`src/rtl/alu_arbiter_pkg.sv`:
```
// Shared opcodes, FSM states and EXEC cycle counts for the two-requester ALU arbiter.
// Optional feature: define ALU_ARBITER_DIVZERO_EN to enable divide-by-zero detection.
package alu_arbiter_pkg;

  typedef enum logic [1:0] {
    ST_IDLE,
    ST_EXEC,
    ST_RESP
  } state_t;

  localparam logic [2:0] OP_ADD  = 3'b000;
  localparam logic [2:0] OP_SUB  = 3'b001;
  localparam logic [2:0] OP_AND  = 3'b010;
  localparam logic [2:0] OP_OR   = 3'b011;
  localparam logic [2:0] OP_XOR  = 3'b100;
  localparam logic [2:0] OP_MUL  = 3'b101;
  localparam logic [2:0] OP_DIV  = 3'b110;
  localparam logic [2:0] OP_RSVD = 3'b111;

  localparam int EXEC_CYC_ALU  = 1;
  localparam int EXEC_CYC_MUL  = 2;
  localparam int EXEC_CYC_DIV  = 4;
  localparam int EXEC_CYC_RSVD = 1;

`ifdef ALU_ARBITER_DIVZERO_EN
  localparam bit DIVZERO_EN = 1'b1;
`else
  localparam bit DIVZERO_EN = 1'b0;
`endif

  // A zero divisor is only special when detection is built in.
  function automatic logic is_div_zero(input logic [2:0] op, input logic [15:0] b);
    return DIVZERO_EN && (op == OP_DIV) && (b == 16'h0000);
  endfunction

  // Counter load value: EXEC cycles minus one, so the last EXEC cycle sees zero.
  function automatic logic [1:0] exec_last(input logic [2:0] op, input logic [15:0] b);
    int cycles;
    case (op)
      OP_MUL:  cycles = EXEC_CYC_MUL;
      OP_DIV:  cycles = is_div_zero(op, b) ? EXEC_CYC_ALU : EXEC_CYC_DIV;
      OP_RSVD: cycles = EXEC_CYC_RSVD;
      default: cycles = EXEC_CYC_ALU;
    endcase
    return 2'(cycles - 1);
  endfunction

endpackage

```
`src/rtl/alu_arbiter_if.sv`:
```
// Bundle of requester, response and external-ALU signals for alu_arbiter.
// slave = arbiter side; master = requesters, response sink and ALU.
interface alu_arbiter_if;
  logic        req0_valid;
  logic        req0_ready;
  logic [2:0]  req0_op;
  logic [15:0] req0_a;
  logic [15:0] req0_b;
  logic        req1_valid;
  logic        req1_ready;
  logic [2:0]  req1_op;
  logic [15:0] req1_a;
  logic [15:0] req1_b;
  logic        rsp_valid;
  logic        rsp_ready;
  logic        rsp_id;
  logic [15:0] rsp_result;
  logic        rsp_zero;
  logic        rsp_err;
  logic [2:0]  alu_control;
  logic [15:0] alu_a;
  logic [15:0] alu_b;
  logic [15:0] alu_result;

  modport slave (
    input  req0_valid, req0_op, req0_a, req0_b,
    input  req1_valid, req1_op, req1_a, req1_b,
    input  rsp_ready, alu_result,
    output req0_ready, req1_ready,
    output rsp_valid, rsp_id, rsp_result, rsp_zero, rsp_err,
    output alu_control, alu_a, alu_b
  );

  modport master (
    output req0_valid, req0_op, req0_a, req0_b,
    output req1_valid, req1_op, req1_a, req1_b,
    output rsp_ready, alu_result,
    input  req0_ready, req1_ready,
    input  rsp_valid, rsp_id, rsp_result, rsp_zero, rsp_err,
    input  alu_control, alu_a, alu_b
  );
endinterface

```
`src/rtl/alu_rr_pick.sv`:
```
// Two-way round-robin pick: ptr names the requester favoured when both are valid.
module alu_rr_pick (
  input  logic valid0,
  input  logic valid1,
  input  logic ptr,
  output logic grant_id,
  output logic grant_valid
);

  assign grant_valid = valid0 | valid1;
  // With a single valid requester the grant goes to it regardless of ptr.
  assign grant_id    = (valid0 && valid1) ? ptr : valid1;

endmodule

```
`src/rtl/alu_arbiter.sv`:
```
// Round-robin arbiter sharing one external combinational ALU between two requesters.
// IDLE -> EXEC -> RESP; ALU_ARBITER_DIVZERO_EN (see package) adds divide-by-zero detection.
module alu_arbiter
  import alu_arbiter_pkg::*;
(
  input  logic           clk,
  input  logic           rst,
  alu_arbiter_if.slave   bus
);

  state_t      state_q, state_d;
  logic        rr_ptr_q;
  logic        id_q;
  logic [2:0]  op_q;
  logic [15:0] a_q, b_q;
  logic [1:0]  cnt_q;
  logic [15:0] result_q;
  logic        zero_q, err_q;

  logic        gnt_id, gnt_valid;
  logic        xfer, exec_done;
  logic        ready0, ready1, rsp_valid;
  logic [2:0]  alu_control;
  logic [15:0] alu_a, alu_b;
  logic [2:0]  sel_op;
  logic [15:0] sel_a, sel_b;
  logic [15:0] cap_result;
  logic        cap_err;

  alu_rr_pick u_pick (
    .valid0      (bus.req0_valid),
    .valid1      (bus.req1_valid),
    .ptr         (rr_ptr_q),
    .grant_id    (gnt_id),
    .grant_valid (gnt_valid)
  );

  assign sel_op    = gnt_id ? bus.req1_op : bus.req0_op;
  assign sel_a     = gnt_id ? bus.req1_a  : bus.req0_a;
  assign sel_b     = gnt_id ? bus.req1_b  : bus.req0_b;
  assign exec_done = (state_q == ST_EXEC) && (cnt_q == 2'd0);

  // NOTE: every output gets a default first, so no branch can infer a latch.
  always_comb begin
    state_d     = state_q;
    xfer        = 1'b0;
    ready0      = 1'b0;
    ready1      = 1'b0;
    rsp_valid   = 1'b0;
    alu_control = 3'b000;
    alu_a       = 16'h0000;
    alu_b       = 16'h0000;
    case (state_q)
      ST_IDLE: begin
        // ready follows the granted valid, so valid&ready is just gnt_valid.
        if (gnt_valid) begin
          ready0  = ~gnt_id;
          ready1  = gnt_id;
          xfer    = 1'b1;
          state_d = ST_EXEC;
        end
      end
      ST_EXEC: begin
        alu_control = op_q;
        alu_a       = a_q;
        alu_b       = b_q;
        if (cnt_q == 2'd0) state_d = ST_RESP;
      end
      ST_RESP: begin
        rsp_valid = 1'b1;
        if (bus.rsp_ready) state_d = ST_IDLE;
      end
      default: state_d = ST_IDLE;
    endcase
  end

  always_comb begin
    cap_result = bus.alu_result;
    cap_err    = 1'b0;
    if (op_q == OP_RSVD) begin
      cap_result = 16'h0000;
    end else if (is_div_zero(op_q, b_q)) begin
      cap_result = 16'hFFFF;
      cap_err    = 1'b1;
    end
  end

  // NOTE: non-blocking assignments so every flop samples pre-edge values together.
  always_ff @(posedge clk or posedge rst) begin
    if (rst) begin
      state_q  <= ST_IDLE;
      rr_ptr_q <= 1'b0;
      id_q     <= 1'b0;
      op_q     <= 3'b000;
      a_q      <= 16'h0000;
      b_q      <= 16'h0000;
      cnt_q    <= 2'd0;
      result_q <= 16'h0000;
      zero_q   <= 1'b0;
      err_q    <= 1'b0;
    end else begin
      state_q <= state_d;
      if (xfer) begin
        id_q     <= gnt_id;
        op_q     <= sel_op;
        a_q      <= sel_a;
        b_q      <= sel_b;
        cnt_q    <= exec_last(sel_op, sel_b);
        rr_ptr_q <= ~gnt_id;
      end else if (state_q == ST_EXEC && cnt_q != 2'd0) begin
        cnt_q <= cnt_q - 2'd1;
      end
      if (exec_done) begin
        result_q <= cap_result;
        zero_q   <= (cap_result == 16'h0000);
        err_q    <= cap_err;
      end
    end
  end

  assign bus.req0_ready  = ready0;
  assign bus.req1_ready  = ready1;
  assign bus.rsp_valid   = rsp_valid;
  assign bus.rsp_id      = id_q;
  assign bus.rsp_result  = result_q;
  assign bus.rsp_zero    = zero_q;
  assign bus.rsp_err     = err_q;
  assign bus.alu_control = alu_control;
  assign bus.alu_a       = alu_a;
  assign bus.alu_b       = alu_b;

endmodule

```
`src/flat_wrapper.sv`:
```
// flat-port wrapper written by rule: the top's interface ports become plain ports
module alu_arbiter_flat import alu_arbiter_pkg::*;
  (clk, rst, bus_req0_valid, bus_req0_op, bus_req0_a, bus_req0_b, bus_req1_valid, bus_req1_op, bus_req1_a, bus_req1_b, bus_rsp_ready, bus_alu_result, bus_req0_ready, bus_req1_ready, bus_rsp_valid, bus_rsp_id, bus_rsp_result, bus_rsp_zero, bus_rsp_err, bus_alu_control, bus_alu_a, bus_alu_b);
  alu_arbiter_if bus_i ();
  input  logic clk;
  input  logic rst;
  input wire logic [$bits(bus_i.req0_valid)-1:0] bus_req0_valid;
  input wire logic [$bits(bus_i.req0_op)-1:0] bus_req0_op;
  input wire logic [$bits(bus_i.req0_a)-1:0] bus_req0_a;
  input wire logic [$bits(bus_i.req0_b)-1:0] bus_req0_b;
  input wire logic [$bits(bus_i.req1_valid)-1:0] bus_req1_valid;
  input wire logic [$bits(bus_i.req1_op)-1:0] bus_req1_op;
  input wire logic [$bits(bus_i.req1_a)-1:0] bus_req1_a;
  input wire logic [$bits(bus_i.req1_b)-1:0] bus_req1_b;
  input wire logic [$bits(bus_i.rsp_ready)-1:0] bus_rsp_ready;
  input wire logic [$bits(bus_i.alu_result)-1:0] bus_alu_result;
  output wire logic [$bits(bus_i.req0_ready)-1:0] bus_req0_ready;
  output wire logic [$bits(bus_i.req1_ready)-1:0] bus_req1_ready;
  output wire logic [$bits(bus_i.rsp_valid)-1:0] bus_rsp_valid;
  output wire logic [$bits(bus_i.rsp_id)-1:0] bus_rsp_id;
  output wire logic [$bits(bus_i.rsp_result)-1:0] bus_rsp_result;
  output wire logic [$bits(bus_i.rsp_zero)-1:0] bus_rsp_zero;
  output wire logic [$bits(bus_i.rsp_err)-1:0] bus_rsp_err;
  output wire logic [$bits(bus_i.alu_control)-1:0] bus_alu_control;
  output wire logic [$bits(bus_i.alu_a)-1:0] bus_alu_a;
  output wire logic [$bits(bus_i.alu_b)-1:0] bus_alu_b;
  assign bus_i.req0_valid = bus_req0_valid;
  assign bus_i.req0_op = bus_req0_op;
  assign bus_i.req0_a = bus_req0_a;
  assign bus_i.req0_b = bus_req0_b;
  assign bus_i.req1_valid = bus_req1_valid;
  assign bus_i.req1_op = bus_req1_op;
  assign bus_i.req1_a = bus_req1_a;
  assign bus_i.req1_b = bus_req1_b;
  assign bus_i.rsp_ready = bus_rsp_ready;
  assign bus_i.alu_result = bus_alu_result;
  assign bus_req0_ready = bus_i.req0_ready;
  assign bus_req1_ready = bus_i.req1_ready;
  assign bus_rsp_valid = bus_i.rsp_valid;
  assign bus_rsp_id = bus_i.rsp_id;
  assign bus_rsp_result = bus_i.rsp_result;
  assign bus_rsp_zero = bus_i.rsp_zero;
  assign bus_rsp_err = bus_i.rsp_err;
  assign bus_alu_control = bus_i.alu_control;
  assign bus_alu_a = bus_i.alu_a;
  assign bus_alu_b = bus_i.alu_b;
  alu_arbiter u_core (.clk(clk), .rst(rst), .bus(bus_i));
endmodule
```
`config.mk`:
```
export PLATFORM = sky130hd
export DESIGN_NAME = alu_arbiter_flat
export DESIGN_NICKNAME = d
export VERILOG_FILES = /design/src/rtl/alu_arbiter_pkg.sv /design/src/rtl/alu_arbiter_if.sv /design/src/rtl/alu_rr_pick.sv /design/src/rtl/alu_arbiter.sv /design/src/flat_wrapper.sv
export SDC_FILE = /design/constraint.sdc
export NUM_CORES = 1
export LEC_CHECK = 0
export CORE_MARGIN = 2
export CORE_UTILIZATION = 31
export CTS_CLUSTER_SIZE = 40
export DETAILED_ROUTE_END_ITERATION = 8
export MAX_ROUTING_LAYER = met4
export PLACE_DENSITY = 0.63
export RECOVER_POWER = 100
export SYNTH_ARGS = -nofsm -noshare
export SYNTH_HDL_FRONTEND = slang
export SYNTH_SLANG_ARGS = --single-unit
```
`constraint.sdc`:
```
create_clock -name clk -period 2.1 [get_ports clk]
set_input_delay 0.315 -clock clk [delete_from_list [all_inputs] [get_ports clk]]
set_output_delay 0.315 -clock clk [all_outputs]
set_load 0.02 [all_outputs]
```
After elaboration in Yosys (flattened, before gate mapping)
Index checks and enable logic that the tools add are counted.

Output and inout port bits: 57. Register bits after elaboration: 58. Bits of input ports: 91. Logic and storage cells: 53.

Multiplexer cells: 23. Add/sub/neg operators: 2. Reductions and logical operators: 9. Bitwise operators: 2. Eq/ne operators: 8.

Operators by type and width (count): two-way mux 16 bit (5); logical NOT 16 bit (1); two-way mux 2 bit (6); == test 3 bit, second input constant (3); two-way mux 1 bit (8); two-way mux 3 bit (2); one-hot mux 2 bit (3 select lines) (1); logical NOT 2 bit (2); inequality test 2 x 1 -> 1 bit, second input constant (2); one-hot mux 2 bit (2 select lines) (1); nonzero test 2 bit (2); logical AND 1 bit (3); AND reduction 3 bit (1); == test 2 x 1 -> 1 bit, second input constant (1); == test 2 bit, second input constant (1); inequality test 2 bit, second input constant (1); subtractor 2 x 1 -> 2 bit, second input constant (1); subtractor 2 bit, second input constant (1); NOT 1 bit (1); OR 1 bit (1).

Logic depth before layout (Yosys ltp)
Depth after elaboration: 8. Gate-level depth with buffers: 6. Mapped depth without buffers: 6.

Hierarchy
A second synthesis with hierarchy kept.

Cells, all modules: 277. Area total of the unflattened synthesis: 2845.2 um^2.

Modules (own cells, without submodules): alu_arbiter (sequential area each 1451.4 um^2, instances 1, area each 2827.7 um^2, cells an instance 274); alu_rr_pick (sequential area each 0.0 um^2, instances 1, area each 17.5 um^2, cells an instance 3).

Worst setup path after synthesis
No wires, ideal clock.

Kind: reg2out. Start point: reg u_core.state_q[1]. End point: out bus_alu_a[0]. Path buffers: 2. Data arrival time: 1.282 ns. Stages on the path, launching flop included: 5. Required time: 1.785 ns. Path slack: 0.503 ns. Path through: dfrtp_1 and2b_1 buf_2 clkbuf_1 and2_1.

Word-level cells in the longest chain between the ends: 2.

RTL lines: start: declaration (line alu_arbiter.sv:11) `state_t state_q, state_d;`; start signal: assignment (line alu_arbiter.sv:102) `state_q <= state_d;`; == test 2 x 1 -> 1 bit (line alu_arbiter.sv:53) `case (state_q)`; two-way mux 16 bit (line alu_arbiter.sv:53); end: declaration (line flat_wrapper.sv:25) `output wire logic [$bits(bus_i.alu_a)-1:0] bus_alu_a;`.

No other way between the ends.

Worst setup path in the final report
Start point: reg u_core.state_q[0]. End point: out bus_rsp_valid.

Word-level cells in the longest chain between the ends: 2.

RTL lines: == test 2 bit (line alu_arbiter.sv:53); two-way mux 1 bit (line alu_arbiter.sv:53); end: declaration (line flat_wrapper.sv:19) `output wire logic [$bits(bus_i.rsp_valid)-1:0] bus_rsp_valid;`.

No other way between the ends.

==> flow_summary.yaml <==
sta:
  worstMarginPinSlew_ns: 0.771
  fin_crit_sh_pct: 94.9
  slew_violations: 0
  maxSlewHeadroom_pct: 48.6
  min_period_ns: 1.99
  finalSetupViolations: 0
  rsz0062_at_grt: "false"
  max_freq_mhz: 502
  fin_setup_tns_ns: 0
  hold_viol_final: 0
  clock_skew_ns: 0.0119
global_route:
  antenna_found_initial: 0
  grt_max_degree: 59
  grt_usage_pct: 16.6
  grt_pass1_wl_um: 12600
  grt_overflow: 0
  first_global_vias: 2665
logic_synthesis:
  yosysWarningCount: 0
  async_flop_share_pct: 100
  synth_top_area_cell: "dfrtp_1"
  syn_nets: 368
  seq_area_frac_synth_pct: 52.3
  netlist_area_um2: 2780
  synth_cell_type_count: 36
  syn_avg_cell_area_um2: 10.1
  ys_ff_latch: 58
  synth_top_cells_by_area: "dfrtp_1 52%, nand2_1 8.0%, and2_1 7.9%"
  synth_edf_count: 0
  syn_inst: 276
  synth_flop_cell: "dfrtp_1"
  synth_top_area_share_pct: 52.3
power:
  sw_frac_of_total_pct: 40.6
  internal-power_w: 0.00361
  seqPwrFrac_pct: 32.2
  p_comb_share_pct: 51.6
  power_switching_w: 0.00247
  p_leak_nw: 2.20
  vdd_drop_max_mv: 0.454
  p_clk_share_pct: 16.2
  power_density_nw_per_um2: 1340
floorplanning:
  coreArea_um2: 8720
  boundaryPins: 148
  rows: 34
  initial_core_util_pct: 31.8
  die_w_um: 98.6
  die_area_um2: 9730
  die_h_um: 98.6
final_layout:
  multi_input_area_um2: 1210
  final_cell_mix: "88 x clkdlybuf4s50_1, 60 x nand2_1, 57 x dfrtp_1"
  final_area_um2: 4550
  diodes: 0
  nNetsFinal: 522
  drive_above_1_share_pct: 7.13
  seq_area_um2: 1450
  n_fill_cell: 856
  final_common_cell: "clkdlybuf4s50_1"
  area_growth_pct: 63.7
cts:
  cts_tree: "built"
  cts_num_sinks: 58
  cts_resized: 38
  post_cts_buffers: 0
  hold_buffers: 0
  cts_max_path_buffers: 2
  h-tree-depth: 3
  path_clk_slew_ns: 0.07
  numCtsBuffers: 9
  clk_latency_ns: 0.33
  cts_root_buf: "clkbuf_8"
critical_path:
  start_kind: "flip-flop"
  r2r_slack_ns: 0.19
  crit_path_top_delay_cell: "dlygate4sd3_1"
  critical_path_class: "flip-flop to primary output"
  critPathMaxStageDelay_ns: 0.67
  cp_max_fo: 5
  arrival_ns: 1.68
  crit_chain: "nand2b_1 > inv_1 > dlygate4sd3_1"
  cp.required_ns: 1.78
  critPathBufInv: 2
  cp-end-kind: "primary output"
  cp_top_family: "buffers and inverters"
routing:
  route.detailed.drc: 0
  drt-total-wl_um: 7760
  ant_nets: 0
  via_count: 2577
  drt_first_iter_violations: 112
  drt_pass1_iterations: 4
  avgRoutedWirePerCell_um: 14.3
  via_per_inst: 4.75
placement:
  hpwl_um: 5740
  portBuffers: 146
  place.gp.congestion: 0.800
  place_area_um2: 4460
worst_hold_path:
  min_path_type: "flip-flop to flip-flop"
outcome:
  status: "complete, no violations"
flow_run:
  cap_violations: 0
-- registers in the layout (all words and copies together), names as in the netlist --
register / flops
u_core.a_q: 16
u_core.b_q: 16
u_core.bus.rsp_result: 16
u_core.op_q: 3
u_core.cnt_q: 2
u_core.state_q: 2
u_core.bus.rsp_id: 1
u_core.bus.rsp_zero: 1
u_core.rr_ptr_q: 1
-- worst reg2reg max path: cells and delay by family, from the launching register on --
kind / cells / cell delay, ns
flip-flops: 1 / 0.45
buffers and inverters: 2 / 0.80
AND/OR/NAND/NOR: 2 / 0.33
AO/OA/AOI/OAI: 1 / 0.27
-- path summary, 6_finish.rpt --
path	end	depth (start not counted)	startpoint
hold / removal	u_core.a_q[12]$_DFFE_PP0P_	2	u_core.a_q[12]$_DFFE_PP0P_
min in group asynchronous	u_core.a_q[15]$_DFFE_PP0P_	3	rst
hold reg to reg	u_core.a_q[12]$_DFFE_PP0P_	2	u_core.a_q[12]$_DFFE_PP0P_
setup / recovery	bus_rsp_valid	3	u_core.state_q[0]$_DFFE_PP0P_
setup reg to reg	u_core.bus.rsp_result[0]$_DFFE_PP0P_	5	u_core.state_q[0]$_DFFE_PP0P_
max in group asynchronous	u_core.state_q[0]$_DFFE_PP0P_	3	rst
-- Yosys cell counts, types with 2 or more instances --
cell type / n
a21o_1: 2
a21oi_1: 4
a22o_1: 16
a22oi_1: 23
and2_1: 35
buf_2: 8
clkbuf_1: 7
dfrtp_1: 58
inv_1: 5
mux2i_1: 12
nand2_1: 59
nand3_1: 3
nor3_1: 3
nor4_1: 4
o21a_1: 2
o21ai_1: 14
xor2_1: 2
-- final cells by class --
type                       instances  share of cell area, %
tap                              108                   2.97
multi-input combinational        194                   26.6
inverter                           6                  0.495
clock buffer                      11                   2.89
timing repair buffer             161                   33.8
clock inverter                     5                   1.21
sequential                        58                   32.0
-- layer usage --
metal  share of wire (%)  track usage (%)
met5                   0                -
met2                  46             26.1
met1                  46             20.9
met4                 1.2             5.37
met3                 6.7             4.33
-- kinds of logic after synthesis --
family,count (synthesis),synth area share (%)
AOI/OAI and AO/OA,67,18.6
adders and majority gates,1,0.451
DFF,58,52.3
muxes,12,4.33
and+or+nand+nor,111,19.6
xor gates and xnor gates,2,0.631
buffers and inverters,24,4.01
other,1,0.135
-- power groups by stage --
stage | combinational, W | clock, W | sequential, W
floorplan | 0.00178 | 0 | 0.00212
global placement | 0.00353 | 0 | 0.00196
finish | 0.00313 | 0.000986 | 0.00196
global route | 0.00346 | 0.00107 | 0.00203
detailed placement | 0.00357 | 0 | 0.00199
CTS | 0.00334 | 0.00101 | 0.00197
-- metrics by stage --
step	util [%]	hold WS [ns]	power (W)	instances	worst slack, ns
finish	52.1	0.458	0.00608	543	0.107
global route	52.1	0.484	0.00656	543	0.00701
CTS	52.7	0.372	0.00633	543	0.0960
detailed placement	51.1	0.448	0.00555	527	-0.118
global placement	51.1	0.442	0.00549	527	-0.104
floorplan	-	0.407	0.00391	276	0.357
No activity file was read; power rests on OpenSTA's default activity.
